===== src/rtl/common.sv =====
// rtl/common.sv - shared load/store types, store queue sizing, func3 codes and robid age compare
package common;

  localparam int ROB_WIDTH        = 5;
  localparam int SQ_DEPTH_DEFAULT = 4;

  localparam logic [2:0] F3_SB = 3'b000;
  localparam logic [2:0] F3_SH = 3'b001;
  localparam logic [2:0] F3_SW = 3'b010;

  typedef logic [ROB_WIDTH:0] robid_t;

  typedef struct packed {
    logic        valid;
    logic        committed;
    robid_t      robid;
    logic [31:0] pc;
    logic [29:0] waddr;
    logic [31:0] data;
    logic [3:0]  strb;
  } sq_entry_t;

  // True when robid a is strictly younger than robid b; the MSB is the ROB wrap bit.
  function automatic logic robid_younger(input robid_t a, input robid_t b);
    return a[ROB_WIDTH] ^ b[ROB_WIDTH] ^ (a[ROB_WIDTH-1:0] > b[ROB_WIDTH-1:0]);
  endfunction

endpackage


===== src/rtl/sq_fwd_mux.sv =====
// rtl/sq_fwd_mux.sv - per-lane youngest-match store-to-load forwarding select
module sq_fwd_mux
  import common::*;
#(
  parameter int SQ_DEPTH = SQ_DEPTH_DEFAULT,
  localparam int IDX_W = $clog2(SQ_DEPTH)
) (
  input  logic [SQ_DEPTH-1:0] ent_valid,
  input  logic [29:0]         ent_waddr [SQ_DEPTH],
  input  logic [31:0]         ent_data  [SQ_DEPTH],
  input  logic [3:0]          ent_strb  [SQ_DEPTH],
  input  logic [IDX_W-1:0]    head_idx,
  input  logic [29:0]         load_waddr,
  output logic [31:0]         fwd_data,
  output logic [3:0]          fwd_byte_vector
);

  logic [IDX_W-1:0] idx;

  // Walk oldest to youngest so later (younger) matches overwrite earlier ones.
  always_comb begin
    fwd_data        = '0;
    fwd_byte_vector = '0;
    idx             = '0;
    for (int i = 0; i < SQ_DEPTH; i++) begin
      idx = head_idx + IDX_W'(i);
      if (ent_valid[idx] && (ent_waddr[idx] == load_waddr)) begin
        for (int j = 0; j < 4; j++) begin
          if (ent_strb[idx][j]) begin
            fwd_byte_vector[j]  = 1'b1;
            fwd_data[8*j +: 8]  = ent_data[idx][8*j +: 8];
          end
        end
      end
    end
  end

endmodule


===== src/rtl/store_queue.sv =====
// rtl/store_queue.sv - in-order store queue: alloc, ROB commit, dmem drain, flush squash, forwarding
module store_queue
  import common::*;
#(
  parameter int SQ_DEPTH = SQ_DEPTH_DEFAULT
) (
  input  logic               clk,
  input  logic               reset_n,
  input  logic               flush_valid,
  input  logic [ROB_WIDTH:0] flush_robid,
  input  logic               lsuint2sq_instr0_valid,
  input  logic [ROB_WIDTH:0] lsuint2sq_instr0_robid,
  input  logic [31:0]        lsuint2sq_instr0_pc,
  input  logic [31:0]        lsuint2sq_wb_addr,
  input  logic [31:0]        lsuint2sq_wb_data,
  input  logic [2:0]         lsuint2sq_wb_func3,
  input  logic               rob_commit_valid,
  input  logic [ROB_WIDTH:0] rob_commit_robid,
  input  logic [31:0]        load_addr,
  output logic [31:0]        sq_fwd_data,
  output logic [3:0]         sq_fwd_byte_vector,
  output logic               sq_fwd_valid,
  output logic [1:0]         sq_left,
  output logic               mem_write_req,
  output logic [31:0]        mem_write_addr,
  output logic [31:0]        mem_write_data,
  output logic [3:0]         mem_write_strb,
  input  logic               mem_write_ack,
  output logic               sq_empty
);

  localparam int IDX_W = $clog2(SQ_DEPTH);
  localparam int PTR_W = IDX_W + 1;

  sq_entry_t          entries [SQ_DEPTH];
  logic [PTR_W-1:0]   head_ptr, commit_ptr, tail_ptr;
  logic [PTR_W-1:0]   count, free_cnt, flush_tail;
  logic [PTR_W-1:0]   scan_ptr [SQ_DEPTH];
  logic [IDX_W-1:0]   head_idx, commit_idx, tail_idx, scan_idx;
  logic               full, commit_ok, alloc_ok, pop, flush_hit;
  logic [SQ_DEPTH-1:0] squash;
  sq_entry_t          new_entry;

  logic [SQ_DEPTH-1:0] ent_valid;
  logic [29:0]         ent_waddr [SQ_DEPTH];
  logic [31:0]         ent_data  [SQ_DEPTH];
  logic [3:0]          ent_strb  [SQ_DEPTH];

  assign head_idx   = head_ptr[IDX_W-1:0];
  assign commit_idx = commit_ptr[IDX_W-1:0];
  assign tail_idx   = tail_ptr[IDX_W-1:0];
  assign count      = tail_ptr - head_ptr;
  assign full       = (head_ptr[IDX_W] != tail_ptr[IDX_W]) && (head_idx == tail_idx);

  assign mem_write_req = entries[head_idx].valid & entries[head_idx].committed;
  assign pop           = mem_write_req & mem_write_ack;
  assign commit_ok     = rob_commit_valid && (commit_ptr != tail_ptr);
  assign alloc_ok      = lsuint2sq_instr0_valid && !flush_valid && !full;

  always_comb begin
    new_entry           = '0;
    new_entry.valid     = 1'b1;
    new_entry.robid     = lsuint2sq_instr0_robid;
    new_entry.pc        = lsuint2sq_instr0_pc;
    new_entry.waddr     = lsuint2sq_wb_addr[31:2];
    case (lsuint2sq_wb_func3)
      F3_SB: begin
        new_entry.strb = 4'b0001 << lsuint2sq_wb_addr[1:0];
        new_entry.data = lsuint2sq_wb_data << {lsuint2sq_wb_addr[1:0], 3'b000};
      end
      F3_SH: begin
        new_entry.strb = lsuint2sq_wb_addr[1] ? 4'b1100 : 4'b0011;
        new_entry.data = lsuint2sq_wb_addr[1] ? {lsuint2sq_wb_data[15:0], 16'h0000}
                                              : {16'h0000, lsuint2sq_wb_data[15:0]};
      end
      default: begin
        new_entry.strb = 4'hF;
        new_entry.data = lsuint2sq_wb_data;
      end
    endcase
  end

  // Uncommitted younger stores form a contiguous suffix; the first one found becomes the new tail.
  always_comb begin
    squash     = '0;
    flush_hit  = 1'b0;
    flush_tail = tail_ptr;
    scan_idx   = '0;
    for (int i = 0; i < SQ_DEPTH; i++) begin
      scan_ptr[i] = head_ptr + PTR_W'(i);
      scan_idx    = scan_ptr[i][IDX_W-1:0];
      if (flush_valid && (PTR_W'(i) < count) && entries[scan_idx].valid &&
          !entries[scan_idx].committed && !(commit_ok && (scan_idx == commit_idx)) &&
          robid_younger(entries[scan_idx].robid, flush_robid)) begin
        squash[scan_idx] = 1'b1;
        if (!flush_hit) begin
          flush_hit  = 1'b1;
          flush_tail = scan_ptr[i];
        end
      end
    end
  end

  always_ff @(posedge clk or negedge reset_n) begin
    if (!reset_n) begin
      head_ptr   <= '0;
      commit_ptr <= '0;
      tail_ptr   <= '0;
      for (int i = 0; i < SQ_DEPTH; i++) entries[i] <= '0;
    end else begin
      if (lsuint2sq_instr0_valid && !flush_valid)
        assert (!full) else $warning("store_queue: allocate while full, request dropped");
      if (rob_commit_valid) begin
        assert (commit_ptr != tail_ptr) else $error("store_queue: commit with no uncommitted store");
        if (commit_ptr != tail_ptr)
          assert (entries[commit_idx].robid == rob_commit_robid)
            else $error("store_queue: commit robid does not match queued store");
      end

      if (commit_ok) begin
        entries[commit_idx].committed <= 1'b1;
        commit_ptr                    <= commit_ptr + 1'b1;
      end
      if (pop) begin
        entries[head_idx] <= '0;
        head_ptr          <= head_ptr + 1'b1;
      end
      for (int i = 0; i < SQ_DEPTH; i++) begin
        if (squash[i]) entries[i] <= '0;
      end
      if (flush_hit) begin
        tail_ptr <= flush_tail;
      end else if (alloc_ok) begin
        entries[tail_idx] <= new_entry;
        tail_ptr          <= tail_ptr + 1'b1;
      end
    end
  end

  always_comb begin
    for (int i = 0; i < SQ_DEPTH; i++) begin
      ent_valid[i] = entries[i].valid;
      ent_waddr[i] = entries[i].waddr;
      ent_data[i]  = entries[i].data;
      ent_strb[i]  = entries[i].strb;
    end
  end

  sq_fwd_mux #(.SQ_DEPTH(SQ_DEPTH)) u_fwd_mux (
    .ent_valid       (ent_valid),
    .ent_waddr       (ent_waddr),
    .ent_data        (ent_data),
    .ent_strb        (ent_strb),
    .head_idx        (head_idx),
    .load_waddr      (load_addr[31:2]),
    .fwd_data        (sq_fwd_data),
    .fwd_byte_vector (sq_fwd_byte_vector)
  );

  assign sq_fwd_valid   = &sq_fwd_byte_vector;
  assign mem_write_addr = mem_write_req ? {entries[head_idx].waddr, 2'b00} : '0;
  assign mem_write_data = mem_write_req ? entries[head_idx].data : '0;
  assign mem_write_strb = mem_write_req ? entries[head_idx].strb : '0;

  assign free_cnt = PTR_W'(SQ_DEPTH) - count;
  assign sq_left  = (free_cnt > PTR_W'(3)) ? 2'd3 : free_cnt[1:0];
  assign sq_empty = (count == '0);

  // The pc is kept for debug visibility only.
  logic unused_sigs;
  assign unused_sigs = ^{load_addr[1:0], entries[head_idx].pc};

endmodule


===== config.mk =====
export PLATFORM = sky130hd
export DESIGN_NAME = store_queue
export DESIGN_NICKNAME = d
export VERILOG_FILES = /design/src/rtl/common.sv /design/src/rtl/sq_fwd_mux.sv /design/src/rtl/store_queue.sv
export SDC_FILE = /design/constraint.sdc
export NUM_CORES = 1
export LEC_CHECK = 0
export BUFFER_PORTS_ARGS = -buffer_cell sky130_fd_sc_hd__buf_4
export CAP_MARGIN = 5
export CORE_ASPECT_RATIO = 1.1
export CORE_MARGIN = 3
export CORE_UTILIZATION = 31
export CTS_CLUSTER_SIZE = 12
export DETAILED_ROUTE_END_ITERATION = 8
export SLEW_MARGIN = 0
export SYNTH_ARGS = -nofsm -noshare
export SYNTH_HDL_FRONTEND = slang
export SYNTH_SLANG_ARGS = --single-unit

===== constraint.sdc =====
create_clock -name clk -period 7.9 [get_ports clk]
set_clock_uncertainty 0.2 [all_clocks]
set_input_delay 1.185 -clock clk [delete_from_list [all_inputs] [get_ports clk]]
set_output_delay 1.185 -clock clk [all_outputs]
set_load 0.02 [all_outputs]

# After elaboration in Yosys (flattened, before gate mapping)
# Cells that the tools add are included.
# totals
wordCells	308
input_bits	155
reg_bits	433
# op_classes
n_reduce_logical	53
eq_ne	12
mux	144
order_cmp	32
addsub	10
shifts	2
bitwise	24
# ops
op	n
$mux W424	4
$mux W106	14
$bmux W106 S2	4
$bwmux W424	2
$demux W106 S2	3
$mux W32	15
$and A424 B424 Y424	1
$not A424 Y424	1
$bmux W32 S2	4
$bmux W30 S2	4
$mux W30	8
$mux W8	16
$eq A30 B30 Y1	4
$mux W105	1
$mux W4	18
$pmux W36 S2	1
$logic_and A1 B1 Y1	39
$bmux W4 S2	4
$shl A32 B5 Y32	1
$mux W1	28
$ge A3 B3 Y1 const B	9
$mux W3	9
$not A2 Y3	9
$lt A2 B3 Y1 const B	7
27 further kinds	71

# Logic depth before layout (Yosys ltp)
# logic_depth
word_depth	19
mapped_depth	29
ltp_nobuf	12

# Cells and area by module
# A second synthesis with hierarchy kept.
# hier_totals
cells_unflattened	2355
hier_area_um2	24239.5
# by_module_without_submodules
module	cells_each	n_inst	area_per_inst_um2
store_queue	1192	1	15424.8
sq_fwd_mux	1163	1	8814.7

# Worst setup path after synthesis
# Ideal clock, no wire load.
# synth_path
path_kind	register -> register
startpoint	register head_ptr[1]
endpoint	register entries, in the netlist ent_data[112]
arrival_ps	7279
slack_ps	270
setup_time_ps	151
stages_incl_launch_ff	30
synth_period_minus_slack_ps	7630
path_cell_list	dfrtp_1 -> buf_2 -> buf_6 -> buf_6 -> buf_2 -> buf_2 -> buf_1 -> clkbuf_1 -> inv_1 -> ha_1 -> buf_6 -> buf_12 -> buf_6 -> buf_4 -> buf_2 -> buf_2 -> buf_1 -> buf_1 -> mux4_2 -> ha_1 -> a21oi_1 -> a21boi_0 -> o32a_1 -> a21bo_2 -> nor2_1 -> a222oi_1 -> a21bo_2 -> clkbuf_1 -> clkbuf_1 -> o22ai_1
# synth_lines
element	line_no	source
from (decl)	store_queue.sv:36	logic [PTR_W-1:0] head_ptr, commit_ptr, tail_ptr;
from (signal assigned)	store_queue.sv:126	head_ptr <= head_ptr + 1'b1;
to (signal, indexed assignment)	store_queue.sv:134	entries[tail_idx] <= new_entry;
to (decl)	store_queue.sv:35	sq_entry_t entries [SQ_DEPTH];

# Worst setup path after layout
# layout_path
startpoint	register head_ptr[1]
endpoint	output port sq_fwd_valid
# layout_via
elab_chain_len	14
# layout_lines
element	line_no	source
parallel branches: the longest is 12 deep, another holds $add A2 B1 Y2	--	
$mux W4 (*)	sq_fwd_mux.sv:27	if (ent_valid[idx] && (ent_waddr[idx] == load_waddr)) begin
$reduce_and A4 Y1 (*)	store_queue.sv:160	assign sq_fwd_valid = &sq_fwd_byte_vector;
to (decl)	store_queue.sv:22	output logic sq_fwd_valid,
# Mark *: on every way between the ends. The select of a mux whose other input is x is not followed.

==> impl_metrics.toml <==
[status]
status = "finished clean"

[worst_setup_path]
crit_slowest_cell = "ha_4"
worstPathArrival_ns = 6.10
r2r_slack_ns = 1.75
crit_path_end_kind = "output port"
slowest_delay_ns = 0.75
critical_path.startpoint = "head_ptr[1]"
path_cells = "inv_1, ha_4, mux2i_1, o22ai_1, or4b_1, a221o_1, nor4_4, buf_4, and2_1, or3_1, and4_1, buf_4"
critPathTopFamily = "simple AND/OR/NAND/NOR gates"
worst_ep_required_time_ns = 6.51
r2r.worst_path.cells = 14
crit_buf_inv = 3
critical_path_class = "reg2out"
cp_max_fo = 36
crit_top_cell = "buf_4"
r2r_start = "head_ptr[1]"
start_kind = "flop"
reg2reg_to = "ent_data[51]"

[sta]
maxSlewHeadroom = 0.243
fmax_mhz = 134
period_share = 0.947
finalSetupViolCount = 0
drv_slew = 0
rsz0062_at_grt = "false"
worst_slew_pin_slew_ns = 1.14
hold_viol_final = 0
setup_tns_ns = 0
period_needed_ns = 7.48

[clock_tree]
cts-htree-levels = 2
cts_setup_buffers = 0
cts_sinks = 305
cts_resized = 0
holdBufCountCts = 0
path_clk_slew_ns = 0.07
cts_tree = "yes"
clock_path_buffers = 3
insertion_delay_ns = 0.57
cts_buffers = 37
root_buffer = "clkbuf_16"

[logic_synthesis]
synth_cell_types = 78
ys_seq_area_frac = 0.311
ys.flop_type = "dfrtp_1"
synth_edf_count = 0
ys_ff_latch = 305
synth.cell_area_sq_um = 24500
syn_inst = 2437
syn_avg_cell_area_sq_um = 10.1
synth-async-reset-ratio = 1.00
yosysWarnings = 0

[routing]
drc = 0
dr_wl_met2_microns = 43400
ant_nets = 0
drt-initial-drc-count = 2764
top_layer = "met5"
wl_met3_microns = 8430
routed_via_density = 6.10
vias = 21700
wl_met1_microns = 37400
firstDrtPassIters = 6
wl_per_cell_microns = 26.2
wirelength_microns = 93400

[placement]
gp_congestion = 0.938
dp_hpwl_microns = 62300
dp.cells = 3494
io_buffers = 221

[floorplan]
io_pins = 264
num_rows = 107
core_sq_um = 77900
die_w_microns = 274
initial_core_util = 0.314
dieArea_sq_um = 82500
die_h_microns = 301

[power_and_ir_drop]
power.density_nw_per_um2 = 456
total_leakage_power_nw = 11.5
peakVddDrop_v = 0.000314

[final_layout]
syn2layout_area_growth_pct = 14.3
final_cells = 3566
nNetsFinal = 2692
drive_above_1_share = 0.254

[global_routing]
overflow = 0
antenna_found_initial = 9
grt_use_total = 0.221
grt_pass1_vias = 20800
grt_max_degree = 150
grt_pass1_wl_microns = 139000

[flow_run]
maxCapViolCount = 0

[min_path]
hold_path.class = "reg2reg"
min_path_cells = 1
hp-start = "commit_ptr[2]"
hold_end = "commit_ptr[2]"
-- layout by cell type (no fill, tap or decap), types with 37 or more instances in the layout --
master     Yosys  final
clkbuf_16      0     37
dfrtp_1      305    303
o21ai_0      203    203
mux2i_1      108    108
and3_1        66     66
nand2_1      537    533
buf_4         12    252
mux4_2       249    249
o22ai_1      131    131
xnor2_1       71     71
a21oi_1       44     44
xor2_1        45     45
ha_1          38     37
-- cell usage after synthesis (7+ instances only) --
library cell | instances | share of area
a22oi_1 | 13 | 0.0040
nor3_1 | 18 | 0.0037
nand3_1 | 27 | 0.0055
mux2_2 | 9 | 0.0041
nor2_1 | 34 | 0.0052
a22o_1 | 12 | 0.0043
and2_1 | 8 | 0.0020
mux2i_1 | 108 | 0.044
xor2_1 | 45 | 0.016
a21oi_1 | 44 | 0.0090
a211oi_1 | 8 | 0.0025
dfrtp_1 | 305 | 0.31
o221ai_1 | 9 | 0.0032
a221o_1 | 37 | 0.015
a31oi_1 | 7 | 0.0018
and3_1 | 66 | 0.017
nor2b_1 | 12 | 0.0031
buf_6 | 20 | 0.0092
clkbuf_1 | 160 | 0.025
nand4_1 | 19 | 0.0049
a222oi_1 | 13 | 0.0053
xnor2_1 | 71 | 0.025
ha_1 | 38 | 0.019
o221a_2 | 32 | 0.015
o22a_1 | 7 | 0.0025
buf_1 | 20 | 0.0031
nand2_1 | 537 | 0.082
inv_1 | 31 | 0.0047
mux4_2 | 249 | 0.23
buf_4 | 12 | 0.0037
o21ai_0 | 203 | 0.041
buf_2 | 24 | 0.0049
o22ai_1 | 131 | 0.033
-- state kept, by name, indices dropped and copies added (netlist names) --
signal,cells
entries,28
tail_ptr,3
head_ptr,3
ent_data,128
ent_waddr,120
commit_ptr,3
ent_strb,16
ent_valid,4
-- power breakdown --
group | total (mW) | internal (mW) | switching, mW
Combinational | 7.94 | 3.54 | 4.40
Sequential | 3.12 | 2.22 | 0.894
Clock | 1.71 | 0.960 | 0.750
Total | 12.8 | 6.72 | 6.04
-- metal layers --
layer	up-vias	track usage
met4	10	0.0861
met3	189	0.0479
met2	1120	0.349
met5	-	0
li1	9382	-
met1	11000	0.297
-- worst reg2reg max path: stages (launching register included) --
cell and delay (ns):
dfrtp_4 0.66, inv_1 0.25, ha_4 0.75, buf_4 0.49, mux4_2 0.59, ha_1 0.32, a21oi_1 0.14, a21boi_0 0.09
o32a_1 0.40, a21bo_2 0.26, nor2_1 0.50, a22o_1 0.25, a221o_4 0.56, buf_12 0.34, o22ai_1 0.18
-- metrics by stage --
step	worst slack (ns)	utilization	power, mW	hold slack [ns]	cell area [sq um]
finish	0.416	0.359	12.8	0.292	28000
global route	0.329	0.359	13.5	0.331	28000
CTS	0.495	0.359	12.7	0.295	28000
detailed placement	1.21	0.344	11.0	0.283	26800
global placement	1.25	0.344	10.8	0.279	26800
floorplan	0.270	-	8.69	0.263	24500
-- cell type report --
cell class | instances | area (sq um)
tap | 1035 | 1290
fill | 7823 | 49900
antenna | 4 | 10.0
clock buffer | 56 | 1090
inverter | 35 | 131
clock inverter | 12 | 98.8
multi-input combinational | 1860 | 15700
timing repair buffer | 259 | 2030
sequential | 305 | 7640
-- logic make-up (layout without fill, tap and decap cells) --
| logic type | after synthesis | after routing | synth area share |
|---|---|---|---|
| simple gates | 766 | 766 | 0.137 |
| compound gates | 567 | 567 | 0.157 |
| mux | 370 | 370 | 0.280 |
| flops | 305 | 305 | 0.311 |
| buf+inv | 273 | 362 | 0.0521 |
| xor+xnor | 116 | 116 | 0.0415 |
| fa+ha+maj | 39 | 39 | 0.0202 |
| other cells | 1 | 6 | 0.000153 |
-- worst max-delay path by stage --
stage	cells after the start	end	slack (ns)
3_5_place_dp	12	sq_fwd_valid	1.21
5_1_grt	12	sq_fwd_valid	0.33
6_report	12	sq_fwd_valid	0.42
4_1_cts	12	sq_fwd_valid	0.49
3_3_place_gp	12	sq_fwd_data[23]	1.25
2_1_floorplan	29	ent_data[112]	0.27
Note: power is estimated with default switching activity, not from simulation.
